**config.mk**
```make
export PLATFORM = sky130hd
export DESIGN_NAME = afe_config_sequencer_flat
export DESIGN_NICKNAME = d
export VERILOG_FILES = /design/src/rtl/afe_config_sequencer_if.sv /design/src/rtl/afe_config_sequencer.sv /design/src/flat_wrapper.sv
export SDC_FILE = /design/constraint.sdc
export NUM_CORES = 1
export LEC_CHECK = 0
export BUFFER_PORTS_ARGS = -buffer_cell sky130_fd_sc_hd__clkbuf_2
export CORE_MARGIN = 1
export CORE_UTILIZATION = 55
export CTS_BUF_LIST = sky130_fd_sc_hd__clkbuf_4 sky130_fd_sc_hd__clkbuf_8
export CTS_CLUSTER_SIZE = 10
export DETAILED_ROUTE_END_ITERATION = 16
export PLACE_DENSITY = 0.89
export SYNTH_ARGS = -nofsm -noshare
export SYNTH_HDL_FRONTEND = slang
export SYNTH_SLANG_ARGS = --single-unit
```
**constraint.sdc**
```tcl
create_clock -name clk -period 3.6 [get_ports clk]
set_input_delay 0.72 -clock clk [delete_from_list [all_inputs] [get_ports clk]]
set_output_delay 0.72 -clock clk [all_outputs]
set_load 0.005 [all_outputs]
```
**src/rtl/afe_config_sequencer_if.sv**
```systemverilog
// Command-ROM and SPI pin bundle between the AFE config sequencer
// (master) and the ROM / AFE devices (slave).
interface afe_config_sequencer_if #(
  parameter int NUM_DEV = 2,
  parameter int ROM_AW  = 8,
  parameter int ROM_DW  = 27
);
  logic [ROM_AW-1:0]  rom_addr;
  logic [ROM_DW-1:0]  rom_data;
  logic               miso;
  logic               sclk;
  logic               mosi;
  logic [NUM_DEV-1:0] cs_n;

  modport master (
    output rom_addr, sclk, mosi, cs_n,
    input  rom_data, miso
  );

  modport slave (
    input  rom_addr, sclk, mosi, cs_n,
    output rom_data, miso
  );
endinterface

```
**src/rtl/afe_config_sequencer.sv**
```systemverilog
// Holds AFEs in reset, streams ROM-held SPI register writes with optional
// readback verify and retry, then pulses sync and flags completion.
module afe_config_sequencer #(
  parameter int NUM_DEV      = 2,
  parameter int ADDR_W       = 7,
  parameter int DATA_W       = 16,
  parameter int ROM_AW       = 8,
  parameter int RESET_CYCLES = 64,
  parameter int SCLK_DIV     = 2,
  parameter int SYNC_CYCLES  = 4,
  parameter int MAX_RETRY    = 3,
  localparam int DEV_W  = ($clog2(NUM_DEV + 1) > 1) ? $clog2(NUM_DEV + 1) : 1,
  localparam int ROM_DW = 2 + DEV_W + ADDR_W + DATA_W
) (
  input  logic              clk,
  input  logic              reset,
  input  logic              start,
  afe_config_sequencer_if.master bus,
  output logic              device_reset,
  output logic              pdn,
  output logic              device_sync,
  output logic              busy,
  output logic              configure_done,
  output logic              error,
  output logic [ROM_AW-1:0] error_index
);
  localparam int F    = 1 + ADDR_W + DATA_W;
  localparam int C1   = (RESET_CYCLES > SYNC_CYCLES) ? RESET_CYCLES : SYNC_CYCLES;
  localparam int CMAX = (C1 > 2 * SCLK_DIV) ? C1 : 2 * SCLK_DIV;
  localparam int CW   = $clog2(CMAX + 1);
  localparam int PW   = $clog2(2 * SCLK_DIV);
  localparam int BW   = $clog2(F);
  localparam int TW   = (MAX_RETRY > 0) ? $clog2(MAX_RETRY + 1) : 1;

  typedef enum logic [3:0] {
    S_HOLD, S_FETCH, S_WAIT, S_LAUNCH, S_SHIFT, S_CSUP,
    S_GAP, S_CHECK, S_NEXT, S_SYNC, S_DONE, S_FAIL
  } state_t;

  state_t             state_q;
  logic [CW-1:0]      cnt_q;
  logic [PW-1:0]      ph_q;
  logic [BW-1:0]      bidx_q;
  logic [F-1:0]       sh_q;
  logic [DATA_W-1:0]  rd_q;
  logic [ROM_DW-1:0]  ent_q;
  logic               is_rd_q;
  logic [TW-1:0]      retry_q;
  logic [ROM_AW-1:0]  rom_addr_q;
  logic               rst_q;
  logic               sclk_q;
  logic [NUM_DEV-1:0] cs_n_q;
  logic               sync_q;
  logic               busy_q;
  logic               done_q;
  logic               err_q;
  logic [ROM_AW-1:0]  err_idx_q;

  logic [DATA_W-1:0]  e_data;
  logic [ADDR_W-1:0]  e_addr;
  logic [DEV_W-1:0]   e_dev;
  logic               e_vfy;
  logic               e_last;
  logic               bcast;
  logic [NUM_DEV-1:0] sel_n;
  logic [F-1:0]       frame;

  assign e_data = ent_q[DATA_W-1:0];
  assign e_addr = ent_q[DATA_W +: ADDR_W];
  assign e_dev  = ent_q[DATA_W+ADDR_W +: DEV_W];
  assign e_vfy  = ent_q[ROM_DW-2];
  assign e_last = ent_q[ROM_DW-1];
  assign bcast  = (e_dev >= DEV_W'(NUM_DEV));
  assign frame  = is_rd_q ? {1'b1, e_addr, {DATA_W{1'b0}}}
                          : {1'b0, e_addr, e_data};

  always_comb begin
    sel_n = '1;
    for (int i = 0; i < NUM_DEV; i++) begin
      sel_n[i] = ~(bcast | (e_dev == DEV_W'(i)));
    end
  end

  always_ff @(posedge clk or posedge reset) begin
    if (reset) begin
      state_q    <= S_HOLD;
      cnt_q      <= '0;
      ph_q       <= '0;
      bidx_q     <= '0;
      sh_q       <= '0;
      rd_q       <= '0;
      ent_q      <= '0;
      is_rd_q    <= 1'b0;
      retry_q    <= '0;
      rom_addr_q <= '0;
      rst_q      <= 1'b1;
      sclk_q     <= 1'b0;
      cs_n_q     <= '1;
      sync_q     <= 1'b0;
      busy_q     <= 1'b1;
      done_q     <= 1'b0;
      err_q      <= 1'b0;
      err_idx_q  <= '0;
    end else begin
      unique case (state_q)
        S_HOLD: begin
          if (cnt_q == CW'(RESET_CYCLES - 1)) begin
            rst_q   <= 1'b0;
            cnt_q   <= '0;
            state_q <= S_FETCH;
          end else begin
            cnt_q <= cnt_q + CW'(1);
          end
        end
        S_FETCH: state_q <= S_WAIT;
        S_WAIT: begin
          ent_q   <= bus.rom_data;
          is_rd_q <= 1'b0;
          state_q <= S_LAUNCH;
        end
        S_LAUNCH: begin
          sh_q    <= frame;
          cs_n_q  <= sel_n;
          sclk_q  <= 1'b0;
          ph_q    <= '0;
          bidx_q  <= '0;
          state_q <= S_SHIFT;
        end
        S_SHIFT: begin
          // readback bits are captured on the clk where sclk rises
          if (ph_q == PW'(SCLK_DIV - 1)) begin
            sclk_q <= 1'b1;
            if (is_rd_q && bidx_q >= BW'(1 + ADDR_W)) begin
              rd_q <= {rd_q[DATA_W-2:0], bus.miso};
            end
          end
          if (ph_q == PW'(2 * SCLK_DIV - 1)) begin
            ph_q   <= '0;
            sclk_q <= 1'b0;
            if (bidx_q == BW'(F - 1)) begin
              state_q <= S_CSUP;
            end else begin
              bidx_q <= bidx_q + BW'(1);
              sh_q   <= {sh_q[F-2:0], 1'b0};
            end
          end else begin
            ph_q <= ph_q + PW'(1);
          end
        end
        S_CSUP: begin
          cs_n_q  <= '1;
          sh_q    <= '0;
          cnt_q   <= '0;
          state_q <= S_GAP;
        end
        S_GAP: begin
          if (cnt_q == CW'(2 * SCLK_DIV - 1)) begin
            cnt_q <= '0;
            if (is_rd_q) begin
              state_q <= S_CHECK;
            end else if (e_vfy && !bcast) begin
              is_rd_q <= 1'b1;
              state_q <= S_LAUNCH;
            end else begin
              state_q <= S_NEXT;
            end
          end else begin
            cnt_q <= cnt_q + CW'(1);
          end
        end
        S_CHECK: begin
          if (rd_q == e_data) begin
            state_q <= S_NEXT;
          end else if (retry_q < TW'(MAX_RETRY)) begin
            retry_q <= retry_q + TW'(1);
            is_rd_q <= 1'b0;
            state_q <= S_LAUNCH;
          end else begin
            err_q     <= 1'b1;
            err_idx_q <= rom_addr_q;
            busy_q    <= 1'b0;
            state_q   <= S_FAIL;
          end
        end
        S_NEXT: begin
          retry_q <= '0;
          // an all-ones address stops the walk even without a last flag
          if (e_last || (&rom_addr_q)) begin
            sync_q  <= 1'b1;
            cnt_q   <= '0;
            state_q <= S_SYNC;
          end else begin
            rom_addr_q <= rom_addr_q + ROM_AW'(1);
            state_q    <= S_FETCH;
          end
        end
        S_SYNC: begin
          if (cnt_q == CW'(SYNC_CYCLES - 1)) begin
            sync_q  <= 1'b0;
            done_q  <= 1'b1;
            busy_q  <= 1'b0;
            state_q <= S_DONE;
          end else begin
            cnt_q <= cnt_q + CW'(1);
          end
        end
        S_DONE, S_FAIL: begin
          if (start) begin
            done_q     <= 1'b0;
            err_q      <= 1'b0;
            busy_q     <= 1'b1;
            rom_addr_q <= '0;
            rst_q      <= 1'b1;
            cnt_q      <= '0;
            retry_q    <= '0;
            state_q    <= S_HOLD;
          end
        end
        default: state_q <= S_HOLD;
      endcase
    end
  end

  assign bus.rom_addr   = rom_addr_q;
  assign bus.sclk       = sclk_q;
  assign bus.mosi       = sh_q[F-1];
  assign bus.cs_n       = cs_n_q;
  assign device_reset   = rst_q;
  assign pdn            = ~done_q;
  assign device_sync    = sync_q;
  assign busy           = busy_q;
  assign configure_done = done_q;
  assign error          = err_q;
  assign error_index    = err_idx_q;
endmodule

```
**src/flat_wrapper.sv**
```systemverilog
// flat-port wrapper written by rule: the top's interface ports become plain ports
module afe_config_sequencer_flat 
#(
  parameter int NUM_DEV      = 2,
  parameter int ADDR_W       = 7,
  parameter int DATA_W       = 16,
  parameter int ROM_AW       = 8,
  parameter int RESET_CYCLES = 64,
  parameter int SCLK_DIV     = 2,
  parameter int SYNC_CYCLES  = 4,
  parameter int MAX_RETRY    = 3,
  localparam int DEV_W  = ($clog2(NUM_DEV + 1) > 1) ? $clog2(NUM_DEV + 1) : 1,
  localparam int ROM_DW = 2 + DEV_W + ADDR_W + DATA_W
)
  (clk, reset, start, device_reset, pdn, device_sync, busy, configure_done, error, error_index, bus_rom_addr, bus_sclk, bus_mosi, bus_cs_n, bus_rom_data, bus_miso);
  afe_config_sequencer_if #(.NUM_DEV(NUM_DEV), .ROM_AW(ROM_AW)) bus_i ();
  input  logic clk;
  input  logic reset;
  input  logic start;
  output logic device_reset;
  output logic pdn;
  output logic device_sync;
  output logic busy;
  output logic configure_done;
  output logic error;
  output logic [ROM_AW-1:0] error_index;
  output wire logic [$bits(bus_i.rom_addr)-1:0] bus_rom_addr;
  output wire logic [$bits(bus_i.sclk)-1:0] bus_sclk;
  output wire logic [$bits(bus_i.mosi)-1:0] bus_mosi;
  output wire logic [$bits(bus_i.cs_n)-1:0] bus_cs_n;
  input wire logic [$bits(bus_i.rom_data)-1:0] bus_rom_data;
  input wire logic [$bits(bus_i.miso)-1:0] bus_miso;
  assign bus_rom_addr = bus_i.rom_addr;
  assign bus_sclk = bus_i.sclk;
  assign bus_mosi = bus_i.mosi;
  assign bus_cs_n = bus_i.cs_n;
  assign bus_i.rom_data = bus_rom_data;
  assign bus_i.miso = bus_miso;
  afe_config_sequencer #(.NUM_DEV(NUM_DEV), .ADDR_W(ADDR_W), .DATA_W(DATA_W), .ROM_AW(ROM_AW), .RESET_CYCLES(RESET_CYCLES), .SCLK_DIV(SCLK_DIV), .SYNC_CYCLES(SYNC_CYCLES), .MAX_RETRY(MAX_RETRY)) u_core (.clk(clk), .reset(reset), .start(start), .bus(bus_i), .device_reset(device_reset), .pdn(pdn), .device_sync(device_sync), .busy(busy), .configure_done(configure_done), .error(error), .error_index(error_index));
endmodule
```
=== Yosys cells after proc, flatten, opt, wreduce, memory -nomap -nowiden ===
Index checks and enable logic that the tools add are counted.

* Flip-flop bits (word level): 112
* Input bits: 31
* Output and inout bits: 26
* Logic and storage cells: 159

* $add $sub $neg: 5
* Order comparisons: 3
* Equality and inequality tests: 32
* Multiplexer cells: 59
* Bitwise gates (word level): 7
* Reductions and logical operators: 35

{| class="wikitable"
|+ Operators with widths
! cell !! count
|-
| two-way mux 24 bit || 3
|-
| case mux 24 bit (3 select lines) || 1
|-
| two-way mux 4 bit || 11
|-
| case mux 4 bit (11 select lines) || 1
|-
| case mux 7 bit (6 select lines) || 1
|-
| two-way mux 7 bit || 5
|-
| AND reduction 3 bit || 8
|-
| two-way mux 1 bit || 17
|-
| == test 16 bit || 1
|-
| == test 4 x 3 -> 1 bit, second input constant || 4
|-
| == test 4 bit, second input constant || 4
|-
| two-way mux 8 bit || 2
|-
| case mux 8 bit (2 select lines) || 1
|-
| AND reduction 4 bit || 4
|-
| inequality test 2 x 1 -> 1 bit, second input constant || 7
|-
| nonzero test 2 bit || 7
|-
| inequality test 2 bit, second input constant || 6
|-
| nonzero test 3 bit || 4
|-
| two-way mux 5 bit || 2
|-
| case mux 1 bit (2 select lines) || 5
|-
| case mux 5 bit (2 select lines) || 1
|-
| adder 8 x 1 -> 8 bit, second input constant || 1
|-
| == test 4 x 2 -> 1 bit, second input constant || 2
|-
| two-way mux 2 bit || 4
|-
| 29 further kinds || 39
|}

=== Longest topological paths before layout ===
Gate-level depths: netlist of the first run.

* Depth after elaboration: 7
* Gate-level depth with buffers: 9
* Gate-level depth less buffers: 6

=== Least setup slack after synthesis of the first run ===
Ideal clock, no wire load.

* Path type: register to register
* Start point: register u_core.cnt_q[0]
* End point: register u_core.cnt_q[5]
* Library setup time: 122 ps
* Arrival time: 1738 ps
* Data required time: 3478 ps
* Path slack: 1741 ps
* Cell stages (with the launch flop): 7
* Path buffers: 0
* Period minus slack after synthesis: 1859 ps
* Cells stage by stage: dfrtp_1 ha_1 nor4b_4 nand2_2 a2111oi_4 o21ai_1 a32o_1

* Cells in the longest elaborated chain, start to end: 3
* Elaborated cells between the ends (all ways): 9
* Classes of those cells: add/sub: 1; eq/ne: 3; mux: 4; reduce/logical: 1

{| class="wikitable"
|+ RTL lines
! what !! line !! RTL
|-
| from (decl) || afe_config_sequencer.sv:41 || <nowiki>logic [CW-1:0] cnt_q;</nowiki>
|-
| from (signal assigned) || afe_config_sequencer.sv:112 || <nowiki>cnt_q <= cnt_q + CW'(1);</nowiki>
|-
| from (signal assigned) || afe_config_sequencer.sv:168 || <nowiki>cnt_q <= cnt_q + CW'(1);</nowiki>
|-
| from (signal assigned) || afe_config_sequencer.sv:204 || <nowiki>cnt_q <= cnt_q + CW'(1);</nowiki>
|-
| adder 7 x 1 -> 7 bit (tied with other cells) || afe_config_sequencer.sv:112, afe_config_sequencer.sv:168, afe_config_sequencer.sv:204 ||
|-
| two-way mux 7 bit (tied with other cells) || afe_config_sequencer.sv:198 || <nowiki>if (cnt_q == CW'(SYNC_CYCLES - 1)) begin</nowiki>
|-
| case mux 7 bit (6 select lines) or AND reduction 4 bit (tied branches) || - ||
|}

Parallel ways exist; a longest one is shown, timed or not. The select of a mux whose other input is x is not followed.
A chain may end at the register's enable or synchronous reset.

=== Final worst setup path of the first run ===
* Start point: register u_core.state_q[2]
* End point: register u_core.rd_q[14]

* Cells in the longest elaborated chain, start to end: 2

{| class="wikitable"
|+ RTL lines
! what !! line !! RTL
|-
| from (decl) || afe_config_sequencer.sv:40 || <nowiki>state_t state_q;</nowiki>
|-
| from (signal assigned) || afe_config_sequencer.sv:86 || <nowiki>state_q <= S_HOLD;</nowiki>
|-
| from (signal assigned) || afe_config_sequencer.sv:110 || <nowiki>state_q <= S_FETCH;</nowiki>
|-
| from (signal assigned) || afe_config_sequencer.sv:115 || <nowiki>S_FETCH: state_q <= S_WAIT;</nowiki>
|-
| == test 4 x 3 -> 1 bit || afe_config_sequencer.sv:105 || <nowiki>unique case (state_q)</nowiki>
|-
| AND reduction 3 bit (no source line) || - ||
|-
| to (signal assigned) || afe_config_sequencer.sv:134 || <nowiki>rd_q <= {rd_q[DATA_W-2:0], bus.miso};</nowiki>
|-
| to (decl) || afe_config_sequencer.sv:45 || <nowiki>logic [DATA_W-1:0] rd_q;</nowiki>
|}

No other way between the ends.

==> results of run 1 <==
## registers in the layout, indices dropped and copies added (netlist names)
signal                 cells
u_core.bidx_q              5
u_core.bus.cs_n            2
u_core.bus.rom_addr        8
u_core.bus.sclk            1
u_core.busy                1
u_core.cnt_q               7
u_core.configure_done      1
u_core.device_reset        1
u_core.device_sync         1
u_core.ent_q              27
u_core.error               1
u_core.error_index         8
u_core.is_rd_q             1
u_core.ph_q                2
u_core.rd_q               16
u_core.retry_q             2
u_core.sh_q               24
u_core.state_q             4
## worst max-delay path: cells and delay by family (launching register included)
family                 cells  cell delay [ns]
buffers and inverters      1             0.33
AO/OA/AOI/OAI              1             0.73
AND/OR/NAND/NOR            1             0.30
multiplexers               1             0.40
flip-flops                 1             0.78
## kinds of logic after synthesis
group | after synthesis
and+or+nand+nor | 147
AOI/OAI and AO/OA | 135
DFF | 112
muxes | 54
buffers and inverters | 39
xor gates and xnor gates | 17
adders and majority gates | 7
## metal layers
layer,vias to the layer above,track usage,wire length (um)
met5,-,0,0
met4,0,0.0846,211
met3,25,0.0650,689
met2,171,0.407,5920
met1,2065,0.325,5170
li1,1947,-,-
## report_power, final
group / internal (mW) / switching [mW]
combinational: 0.883 / 1.15
clock: 0.342 / 0.467
sequential: 1.74 / 0.519
## metrics by stage
step                cells   util  cell area, um^2  worst slack (ns)
global route          696  0.627             6120             0.777
CTS                   696  0.627             6120             0.936
finish                696  0.627             6120             0.928
detailed placement    680  0.604             5900             0.981
global placement      680  0.604             5900              1.12
floorplan             511      -             5530              1.53
## area by class of cell
type / count / area, um^2
clock buffer: 9 / 124
clock inverter: 7 / 98.8
fill: 787 / 3650
inverter: 13 / 52.6
multi-input combinational: 360 / 2540
sequential: 112 / 2810
tap: 133 / 166
timing repair buffer: 62 / 338
## placed cells by master, fill, tap and decap left out, drive strengths merged, types with 4 or more instances in the layout
master,instances
a21oi,15
clkbuf,65
o211ai,7
inv,14
o21ai,58
ha,7
dfstp,4
nand2b,9
xor2,17
o31ai,8
nand3,17
buf,6
nand4,5
nor2,17
and3,4
nand2,57
nor2b,6
dfrtp,108
mux2,51
nor3,5
nor4,6
a22oi,23
## cell usage after synthesis (all sizes together) (4+ instances only)
cell | number | area share
clkbuf | 6 | 0.0041
nand4 | 5 | 0.0057
and3 | 4 | 0.0045
buf | 20 | 0.023
ha | 7 | 0.016
nor4 | 6 | 0.0068
o21ai | 58 | 0.052
xor2 | 17 | 0.027
nor3 | 5 | 0.0066
nand3 | 17 | 0.016
a21oi | 15 | 0.014
a22oi | 23 | 0.031
o211ai | 7 | 0.010
nor2 | 17 | 0.012
nand2 | 57 | 0.040
nor2b | 6 | 0.0081
o31ai | 8 | 0.011
mux2 | 51 | 0.10
dfrtp | 108 | 0.49
dfstp | 4 | 0.019
nand2b | 9 | 0.010
inv | 13 | 0.0088
## worst paths after layout
kind                                         end  slack (ns)
max in group asynchronous        u_core.rd_q[15]        2.33
max reg2reg                      u_core.rd_q[14]        0.93
min in group clk           u_core.error_index[6]        0.50
max                              u_core.rd_q[14]        0.93
min reg2reg                u_core.error_index[6]        0.50
min                                 u_core.error        0.50
==> flow_summary.json, run 1 <==
{
  "reg2reg_from": "u_core.state_q[2]",
  "drive_gt1_frac": 0.178,
  "startpoint": "u_core.state_q[2]",
  "synth_area_um2": 5530,
  "finalNetCount": 596,
  "setup_tns_ns": 0,
  "leakage_nw": 2.84,
  "initial_core_util": 0.566,
  "routed_wirelength_um": 12000,
  "drc": 0,
  "ir_drop_mv": 0.481,
  "syn2layout_area_growth_pct": 10.7,
  "slew_headroom": 0.381,
  "rsz0062_at_grt": "no",
  "drt_iter0_drc": 313,
  "synth_warnings": 0,
  "clock_skew_ns": 0.0101,
  "hp-class": "in -> async",
  "cts_setup_buffers": 0,
  "cts_sinks": 112,
  "io_pins": 57,
  "power_mw": 5.11,
  "path_max_fanout": 29,
  "synthAdderAreaFrac": 0.0158,
  "antenna_found_initial": 0,
  "wl_per_cell_um": 17.2,
  "crit_path_end_kind": "flip-flop",
  "grt_max_degree": 49,
  "clock_latency_ns": 0.38,
  "core_um2": 9770,
  "cts_root_buffer": "clkbuf_8",
  "track_usage": 0.250,
  "yosysSeqAreaShare": 0.508,
  "cp_cell_sequence": "nor4b_4 > buf_4 > o2111a_1 > mux2_1",
  "cap_viol_max_count": 0,
  "async_flop_share": 1.00,
  "synthSimpleGateAreaFrac": 0.144,
  "grt_pass1_vias": 4060,
  "synth_top_family_by_area": "compound AO/OA/AOI/OAI gates",
  "viasPerCell": 6.05,
  "first_pass_iters": 5,
  "synth.distinct_cells": 67,
  "critPathLaunchType": "flip-flop",
  "path_clk_slew_ns": 0.11,
  "arrival_ns": 2.94,
  "post_cts_resized": 0,
  "yosys-mux-area-fraction": 0.109,
  "die_area_um2": 10500,
  "gp_congestion": 0.862,
  "ant_nets": 0,
  "htreeDepth": 3,
  "die_h_um": 102,
  "setup_viol": 0,
  "io_buffers": 56,
  "period_needed_ns": 2.67,
  "worstSetupPathType": "reg -> reg",
  "synth-xor-area-share": 0.0269,
  "cts_hold_buf": 0,
  "synth_ff_type": "dfrtp_1",
  "status": "completed",
  "fin_hold_ws_ns": 0.496,
  "hpwl_um": 8620,
  "slowest_delay_ns": 0.78,
  "avgSynthCellArea_um2": 10.8,
  "finalMaxSlewViolations": 0,
  "grt_pass1_wl_um": 20000,
  "clk_path_buf_depth": 2,
  "die_x_um": 102,
  "crit_required_ns": 3.87,
  "powerDensity_nw_per_um2": 834,
  "worst_pin_slew_ns": 0.927,
  "synth_seq_cells": 112,
  "grt_overflow": 0,
  "vias": 4208,
  "final.period_utilization": 0.742,
  "synth_edf_count": 0,
  "rows": 36,
  "synth_compound_area_frac": 0.160,
  "synth_nets": 549,
  "finalHoldViolations": 0,
  "synthCells": 511,
  "worst_r2r_path_depth": 4,
  "crit_path_top_delay_cell": "dfrtp_1",
  "cts_buffers": 9,
  "cts_tree": "done",
  "fmax_mhz": 374,
  "diodes": 0
}
Power figures use the tool's default switching activity.
==> run 2, diff against run 1 <==
==> constraint.sdc (replaced) <==
create_clock -name clk -period 2.2 [get_ports clk]
set_input_delay 0.44 -clock clk [delete_from_list [all_inputs] [get_ports clk]]
set_output_delay 0.44 -clock clk [all_outputs]
set_load 0.005 [all_outputs]
==> run 2 against run 1 <==
Against the previous run:
- sequential share of layout area decreased by 1.3 points
- first-iteration DRC count increased by 13%
- core utilization increased by 1.9 points
- design area increased by 3.0%
- global-route usage increased by 0.22 points
- die area unchanged
- critical endpoint is now u_core.state_q[3]
==> flow_summary.json, run 2 (same netlist as run 1, synthesis figures left out) <==
{
  "status": "completed",
  "drc": 0,
  "drt_iter0_drc": 354,
  "crit_path_end_kind": "flip-flop",
  "rows": 36,
  "syn2layout_area_growth_pct": 14.1,
  "io_buffers": 56,
  "mostFrequentLayoutCell": "dfrtp_1",
  "grt_overflow": 0,
  "cts_hold_buf": 0,
  "hp-class": "in -> async",
  "crit_path_top_delay_cell": "nor4_1",
  "critPathLaunchType": "flip-flop",
  "worst_r2r_path_depth": 5,
  "grt_max_degree": 113,
  "pwr-share-seq": 0.419,
  "ir_drop_mv": 0.845,
  "cts_buffers": 9,
  "pre_cts_ws_ns": 0.141,
  "p_clk_frac": 0.150,
  "setup_tns_ns": 0,
  "worst-path-buf-inv": 0,
  "crit_required_ns": 2.44,
  "finalHoldViolations": 0,
  "arrival_ns": 2.37,
  "timing.rr.end": "u_core.state_q[3]",
  "drive_gt1_frac": 0.213,
  "utilization": 0.646,
  "path_depth": 5,
  "first_pass_iters": 6,
  "cts_sinks": 112,
  "cts_setup_buffers": 0,
  "endpoint": "u_core.state_q[3]",
  "die_area_um2": 10500,
  "track_usage": 0.252,
  "power_mw": 8.67,
  "path_clk_slew_ns": 0.09,
  "htreeDepth": 3,
  "gp_congestion": 0.935,
  "cap_viol_max_count": 0,
  "leakage_nw": 2.94,
  "grt_pass1_wl_um": 20100,
  "rrSetupSlack_ns": 0.07,
  "clock_skew_ns": 0.0158,
  "slew_headroom": 0.608,
  "combPwrFrac": 0.431,
  "ant_nets": 0,
  "antenna_found_initial": 0,
  "finalMaxSlewViolations": 0,
  "die_x_um": 102,
  "power.internal_mw": 5.18,
  "startpoint": "u_core.rd_q[13]",
  "vias": 4321,
  "cts_root_buffer": "clkbuf_8",
  "top_regs": "u_core.ent_q: 27 flops, u_core.sh_q: 24 flops, u_core.rd_q: 16 flops",
  "finalNetCount": 614,
  "netSwitchingFraction": 0.403,
  "cts_tree": "done",
  "powerDensity_nw_per_um2": 1370,
  "layout_setup_ws_ns": 0.0734,
  "io_pins": 57,
  "clock_latency_ns": 0.39,
  "largest_reg_flops": 27,
  "setup_viol": 0,
  "fmax_mhz": 470,
  "reg2reg_from": "u_core.rd_q[13]",
  "die_h_um": 102,
  "crit_family": "simple AND/OR/NAND/NOR gates",
  "clk_path_buf_depth": 2,
  "routed_wirelength_um": 12100,
  "diodes": 0,
  "hpwl_um": 8590,
  "initial_core_util": 0.566,
  "final.period_utilization": 0.967,
  "post_cts_resized": 0,
  "grt_pass1_vias": 4290,
  "worstSetupPathType": "reg -> reg",
  "final_cell_mix": "106 x dfrtp_1, 56 x clkbuf_2, 55 x nand2_1",
  "p_switching_mw": 3.50,
  "period_needed_ns": 2.13,
  "viasPerCell": 6.05,
  "wl_per_cell_um": 16.9,
  "core_um2": 9770,
  "path_max_fanout": 3,
  "cp_cell_sequence": "xor2_1 > nor4_1 > nand4_1 > o211a_1 > o41ai_1",
  "worst_pin_slew_ns": 0.588,
  "slowest_delay_ns": 0.48,
  "largest-register": "u_core.ent_q"
}
[run 2: changes by cell type in the layout (fill, tap and decap cells not counted), moves of 2 or more]
cell      delta
nor4_1       -2
buf_4       +15
clkbuf_4     +2
clkbuf_8     +2
nor4_2       +2
dfrtp_1      -2
buf_12       +3
clkinv_8     -2
dfrtp_2      +2
[run 2: how the worst min path moves through the flow]
stage	end	cells after the start	slack, ns
floorplan	u_core.ent_q[25]	1	0.45
global placement	u_core.ent_q[25]	1	0.46
detailed placement	u_core.ent_q[25]	1	0.47
CTS	u_core.bus.rom_addr[1]	3	0.21
global route	u_core.ent_q[23]	3	0.24
finish	u_core.ent_q[19]	3	0.21
[run 2: power by group through the flow]
stage | logic (mW) | clock network [mW] | registers [mW]
2_1_floorplan | 2.77 | 0 | 3.35
3_3_place_gp | 3.52 | 0 | 3.58
3_5_place_dp | 3.68 | 0 | 3.65
4_1_cts | 3.70 | 1.34 | 3.61
5_1_grt | 4.16 | 1.41 | 3.74
6_report | 3.74 | 1.30 | 3.63
[run 2: metal layers]
layer / part of all wire / up-vias / track usage
met5: 0 / - / 0
met4: 0.022 / 0 / 0.109
met3: 0.066 / 25 / 0.0602
met2: 0.49 / 189 / 0.417
met1: 0.42 / 2115 / 0.317
li1: - / 1992 / -
[run 2: per-stage QoR]
step,cell area [um^2],instances,hold WS (ns)
floorplan,5530,511,0.450
global placement,6070,698,0.460
detailed placement,6070,698,0.475
CTS,6290,714,0.215
global route,6310,714,0.243
finish,6310,714,0.208
[run 2: area by class of cell]
type	count	area, um^2
clock buffers	13	166
clock inverters	3	50.0
fillers	762	3460
inverters	13	52.6
multi-input cells	360	2550
flip-flops and latches	112	2810
well taps	133	166
repair buffers	80	510
[run 2: worst min-delay path, cell delays in order]
cell and delay [ns]:
clkbuf_2 0.10, clkinvlp_4 0.07, buf_12 0.43
